--- config.mk ---
export PLATFORM = sky130hd
export DESIGN_NAME = mouse_position_tracker
export DESIGN_NICKNAME = d
export VERILOG_FILES = /design/src/rtl/mouse_position_tracker.sv
export SDC_FILE = /design/constraint.sdc
export NUM_CORES = 1
export LEC_CHECK = 0
export ABC_CLOCK_PERIOD_IN_PS = 3250
export CAP_MARGIN = 0
export CORE_ASPECT_RATIO = 0.6
export CORE_UTILIZATION = 50
export DETAILED_ROUTE_END_ITERATION = 16
export PLACE_DENSITY = 0.76
export SYNTH_ARGS = -nofsm -noshare
export SYNTH_HDL_FRONTEND = slang
export SYNTH_SLANG_ARGS = --single-unit
--- constraint.sdc ---
create_clock -name clk -period 3.25 [get_ports clk]
set_clock_uncertainty 0.15 [all_clocks]
set_input_delay 0.975 -clock clk [delete_from_list [all_inputs] [get_ports clk]]
set_output_delay 0.975 -clock clk [all_outputs]
set_load 0.03 [all_outputs]
--- src/rtl/mouse_position_tracker.sv ---
// rtl/mouse_position_tracker.sv - PS/2 3-byte packet assembler with clamped fixed-point cursor tracking
module mouse_position_tracker #(
  parameter int SCREEN_W       = 640,
  parameter int SCREEN_H       = 480,
  parameter int FRAC_BITS      = 12,
  parameter int INIT_X         = 320,
  parameter int INIT_Y         = 240,
  parameter int SPEED_SHIFT    = 0,
  parameter int TIMEOUT_CYCLES = 50000
) (
  input  logic        clk,
  input  logic        rst,
  input  logic [7:0]  rx_data,
  input  logic        rx_valid,
  output logic [31:0] x_mouse,
  output logic [31:0] y_mouse,
  output logic [2:0]  buttons,
  output logic        pos_update,
  output logic        sync_err
);

  localparam int CW = $clog2(TIMEOUT_CYCLES + 1);
  localparam int SH = FRAC_BITS + SPEED_SHIFT;
  localparam logic signed [33:0] X_MAX = 34'(SCREEN_W - 1) << FRAC_BITS;
  localparam logic signed [33:0] Y_MAX = 34'(SCREEN_H - 1) << FRAC_BITS;
  localparam logic [31:0] X_INIT = 32'(INIT_X) << FRAC_BITS;
  localparam logic [31:0] Y_INIT = 32'(INIT_Y) << FRAC_BITS;
  localparam logic [CW-1:0] IDLE_LAST = CW'(TIMEOUT_CYCLES - 1);

  typedef enum logic [1:0] {WAIT_B0, WAIT_B1, WAIT_B2, UPDATE} state_t;

  state_t          state_q, state_d;
  // status byte minus the always-one bit 3: {ovf_y, ovf_x, sign_y, sign_x, btn[2:0]}
  logic [6:0]      stat_q, stat_d;
  logic [7:0]      dx_q, dx_d, dy_q, dy_d;
  logic [31:0]     x_q, x_d, y_q, y_d;
  logic [2:0]      btn_q, btn_d;
  logic            upd_q, upd_d, err_q, err_d;
  logic [CW-1:0]   idle_q, idle_d;

  logic signed [33:0] dx_ext, dy_ext, nx, ny;

  function automatic logic [31:0] clamp(input logic signed [33:0] v,
                                        input logic signed [33:0] vmax);
    if (v < 0)         return 32'd0;
    else if (v > vmax) return vmax[31:0];
    else               return v[31:0];
  endfunction

  assign dx_ext = stat_q[5] ? '0 : {{25{stat_q[3]}}, stat_q[3], dx_q};
  assign dy_ext = stat_q[6] ? '0 : {{25{stat_q[4]}}, stat_q[4], dy_q};
  // PS/2 +Y points up while screen +Y points down, hence the subtraction
  assign nx = $signed({2'b00, x_q}) + (dx_ext <<< SH);
  assign ny = $signed({2'b00, y_q}) - (dy_ext <<< SH);

  always_comb begin
    state_d = state_q;
    stat_d  = stat_q;
    dx_d    = dx_q;
    dy_d    = dy_q;
    x_d     = x_q;
    y_d     = y_q;
    btn_d   = btn_q;
    upd_d   = 1'b0;
    err_d   = 1'b0;
    idle_d  = idle_q;
    case (state_q)
      WAIT_B0: begin
        idle_d = '0;
        if (rx_valid) begin
          if (rx_data[3]) begin
            stat_d  = {rx_data[7:4], rx_data[2:0]};
            state_d = WAIT_B1;
          end else begin
            err_d = 1'b1;
          end
        end
      end
      WAIT_B1, WAIT_B2: begin
        if (rx_valid) begin
          idle_d = '0;
          if (state_q == WAIT_B1) begin
            dx_d    = rx_data;
            state_d = WAIT_B2;
          end else begin
            dy_d    = rx_data;
            state_d = UPDATE;
          end
        end else if (idle_q == IDLE_LAST) begin
          state_d = WAIT_B0;
          err_d   = 1'b1;
          idle_d  = '0;
        end else if (idle_q != '1) begin
          idle_d = idle_q + 1'b1;
        end
      end
      UPDATE: begin
        x_d     = clamp(nx, X_MAX);
        y_d     = clamp(ny, Y_MAX);
        btn_d   = stat_q[2:0];
        upd_d   = 1'b1;
        err_d   = rx_valid;
        idle_d  = '0;
        state_d = WAIT_B0;
      end
      default: state_d = WAIT_B0;
    endcase
  end

  always_ff @(posedge clk) begin
    if (rst) begin
      state_q <= WAIT_B0;
      stat_q  <= '0;
      dx_q    <= '0;
      dy_q    <= '0;
      x_q     <= X_INIT;
      y_q     <= Y_INIT;
      btn_q   <= '0;
      upd_q   <= 1'b0;
      err_q   <= 1'b0;
      idle_q  <= '0;
    end else begin
      state_q <= state_d;
      stat_q  <= stat_d;
      dx_q    <= dx_d;
      dy_q    <= dy_d;
      x_q     <= x_d;
      y_q     <= y_d;
      btn_q   <= btn_d;
      upd_q   <= upd_d;
      err_q   <= err_d;
      idle_q  <= idle_d;
    end
  end

  assign x_mouse    = x_q;
  assign y_mouse    = y_q;
  assign buttons    = btn_q;
  assign pos_update = upd_q;
  assign sync_err   = err_q;

endmodule

==> metrics.txt <==
largest buffer count on any clock path 2; clock transition at the registers of the reported paths ~0.070 ns; initial antenna violation count 0; Fmax around 290 MHz; top cell type's share of synthesized area 0.281; Worst EP arrival 3.64 ns; EDFF count, synth 0; initial core utilization 0.529; CP max FO 8; CP most frequent cell buf_4; Rows 30; Syn-to-layout area delta 39.5%; status complete, but fails checks; Die Area around 0.013 mm^2; design area approximately 0.0086 mm^2; Leak Pwr around 3.5 nW; CP Capture Type register; post-route ant nets 0; number of CTS-inserted buffers 9; RSZ-0062 raised after global routing true; failing checks negative setup slack; sequential area share after synthesis 0.281; worst reg-to-reg path cell count 14; Post-Syn Area per Cell 8.20 um^2; clock root cell clkbuf_16; final-stage net count 945; number of global-route vias before repair just under 6,000; Final GP Congestion 0.979; Setup TNS -2.33 ns; Fillers 761; first-pass GRT wire length 30,400 um; Synth area leader dfxtp_1; diode count 0; GRT overflow 0; Avg WL per Cell ~20 um; GRT Total Usage 0.299; commonest non-fill, non-tap cell in the layout buf_4; pwr/cell area 387 mW/mm^2; final wirelength 21,000 um; final period utilization 1.08; Die Ht 87.8 um; MaxCap Viol Count 0; I/O Pins 80; most frequent cells in the layout 109 x buf_4, 82 x dfxtp_1, 79 x nor2_1; Cell Area, Synth 0.00613 mm^2; CTS tree yes; critical path class reg -> reg; CP max stage delay roughly 0.37 ns; clock sink total 86; cell count after synthesis 748; ys flop type dfxtp_1; Req. time, crit path 3.39 ns; Rel. slew slack 0.484; Min-Delay Path Class reg -> reg; Slew @ Worst Pin around 0.77 ns; post-place instance area 0.00729 mm^2; H-tree depth 3; insertion delay to the later sink of the worst-skew pair 0.36 ns; post-synthesis cell type count 88; chip width 145 um; First DRT Iteration DRCs 811; via count 6,597; port buffer count 55; drt pass-1 iters 8; crit-path cells buf_12 -> nor2b_1 -> ha_1 -> o211ai_1 -> nand2_1 -> o31ai_2 -> buf_4 -> nand4_1 -> xnor2_2 -> nor4b_2 -> o21ai_2 -> buf_4 -> nor3_4 -> a32o_1; routed vias/inst just over 6; Fin. Hold Viols 0; share of post-route cells with drive strength above 1 0.282; asr flop ratio synth 0; Tmin final 3.50 ns; Max Slew Vio Count 0; top area cells in the synthesized netlist dfxtp_1 28%, ha_1 6.9%, nor2_1 4.9%, nand2_1 3.9%, a21oi_1 3.8%; WHS Path Cells 2; Remaining DRCs 0; pin count of the biggest net entering global routing 44; Final WS setup -0.253 ns; Critical Path Source Type register; # setup viols final 15; Synth Warn # 0; Core Region 0.0116 mm^2; slowest cell on the critical path dfxtp_4; DPL Wire Length 13,300 um; VDD IR max ~0.00029 V; #FFs+latches synth 86
==> through the flow <==
stage	utilization	hold WS, ns	setup slack, ns	power [mW]	instances
finish	0.738	0.317	-0.253	3.31	1063
CTS	0.688	0.311	-0.116	3.12	1043
detailed placement	0.629	0.300	-0.236	1.98	1014
global route	0.738	0.330	-0.319	3.41	1063
global placement	0.629	0.297	-0.185	1.96	1014
floorplan	-	0.282	0.00132	1.74	771
==> cells in the mapped netlist, types with 6 or more instances <==
library cell	n
or3_1	8
nand3_1	16
dfxtp_1	86
nand2b_1	19
a21oi_1	47
buf_2	10
o211ai_1	8
xor2_1	21
nor2_1	80
a21o_1	9
nor4_1	9
inv_1	17
nor3_1	22
ha_1	34
o21ai_0	22
a211o_1	6
mux2i_1	23
and3_1	11
nand2_1	64
nor2b_1	13
and2_1	20
buf_4	29
nand4_1	16
xnor2_1	20
clkbuf_1	16
==> path summary, 6_finish.rpt <==
check                 start          end  slack, ns
setup / recovery  stat_q[5]  x_mouse[19]      -0.25
setup reg to reg  stat_q[5]  x_mouse[19]      -0.25
hold / removal      dy_q[1]      dy_q[1]       0.32
hold reg to reg     dy_q[1]      dy_q[1]       0.32
==> critical path: cells and delay by family (launching register included) <==
family	cells	cell delay (ns)
AO/OA/AOI/OAI	4	0.74
XOR/XNOR	1	0.21
adder cells (fa/ha/maj)	1	0.31
buffers and inverters	3	0.51
flip-flops	1	0.37
AND/OR/NAND/NOR	5	1.14
==> cells by family (layout without fill, tap and decap cells) <==
logic type / after synthesis / after routing / share of synthesized area
flops: 86 / 86 / 0.281
mux: 23 / 23 / 0.0375
compound gates: 169 / 169 / 0.201
xor+xnor: 41 / 41 / 0.0586
simple gates: 315 / 315 / 0.272
buf+inv: 77 / 209 / 0.0737
other cells: 1 / 24 / 0.000612
fa+ha+maj: 36 / 36 / 0.0759
==> cell type report <==
type | instances | area [um^2] | share of cell area
clock inverters | 7 | 72.6 | 0.00848
well taps | 160 | 200 | 0.0234
repair buffers | 176 | 1530 | 0.179
flip-flops and latches | 86 | 1730 | 0.202
multi-input cells | 608 | 4730 | 0.553
inverters | 17 | 63.8 | 0.00746
clock buffers | 9 | 225 | 0.0263
==> per-layer routing <==
metal | part of all wire | vias up | wire, um | global-route usage
met1 | 0.42 | 3104 | 8880 | 0.412
met5 | 0 | - | 0 | 0
li1 | - | 2972 | - | -
met3 | 0.12 | 70 | 2470 | 0.0849
met4 | 0.025 | 0 | 519 | 0.0745
met2 | 0.44 | 451 | 9170 | 0.460
==> state kept, by name, summed over array words and instances (netlist names) <==
register / count
x_mouse: 20
pos_update: 1
state_q: 2
idle_q: 16
dy_q: 8
sync_err: 1
stat_q: 7
dx_q: 8
buttons: 3
y_mouse: 20
==> what timing repair did <==
| item | in CTS | in global routing |
|---|---|---|
| gates cloned | 1 | 0 |
| gates resized for setup | 57 | 77 |
| pin swaps | 41 | 39 |
| setup endpoints to repair | 19 | 19 |
| setup buffers | 12 | 21 |
| hold buffers | 0 | 0 |
| endpoints found under the hold margin | 0 | 0 |
==> where the power goes <==
part | leakage, nW | switching (mW) | total, mW | internal (mW)
Combinational | 2.63 | 0.625 | 1.13 | 0.503
Sequential | 0.697 | 0.0317 | 1.12 | 1.09
Clock | 0.143 | 0.519 | 1.06 | 0.544
No activity file was read; power rests on OpenSTA's default activity.
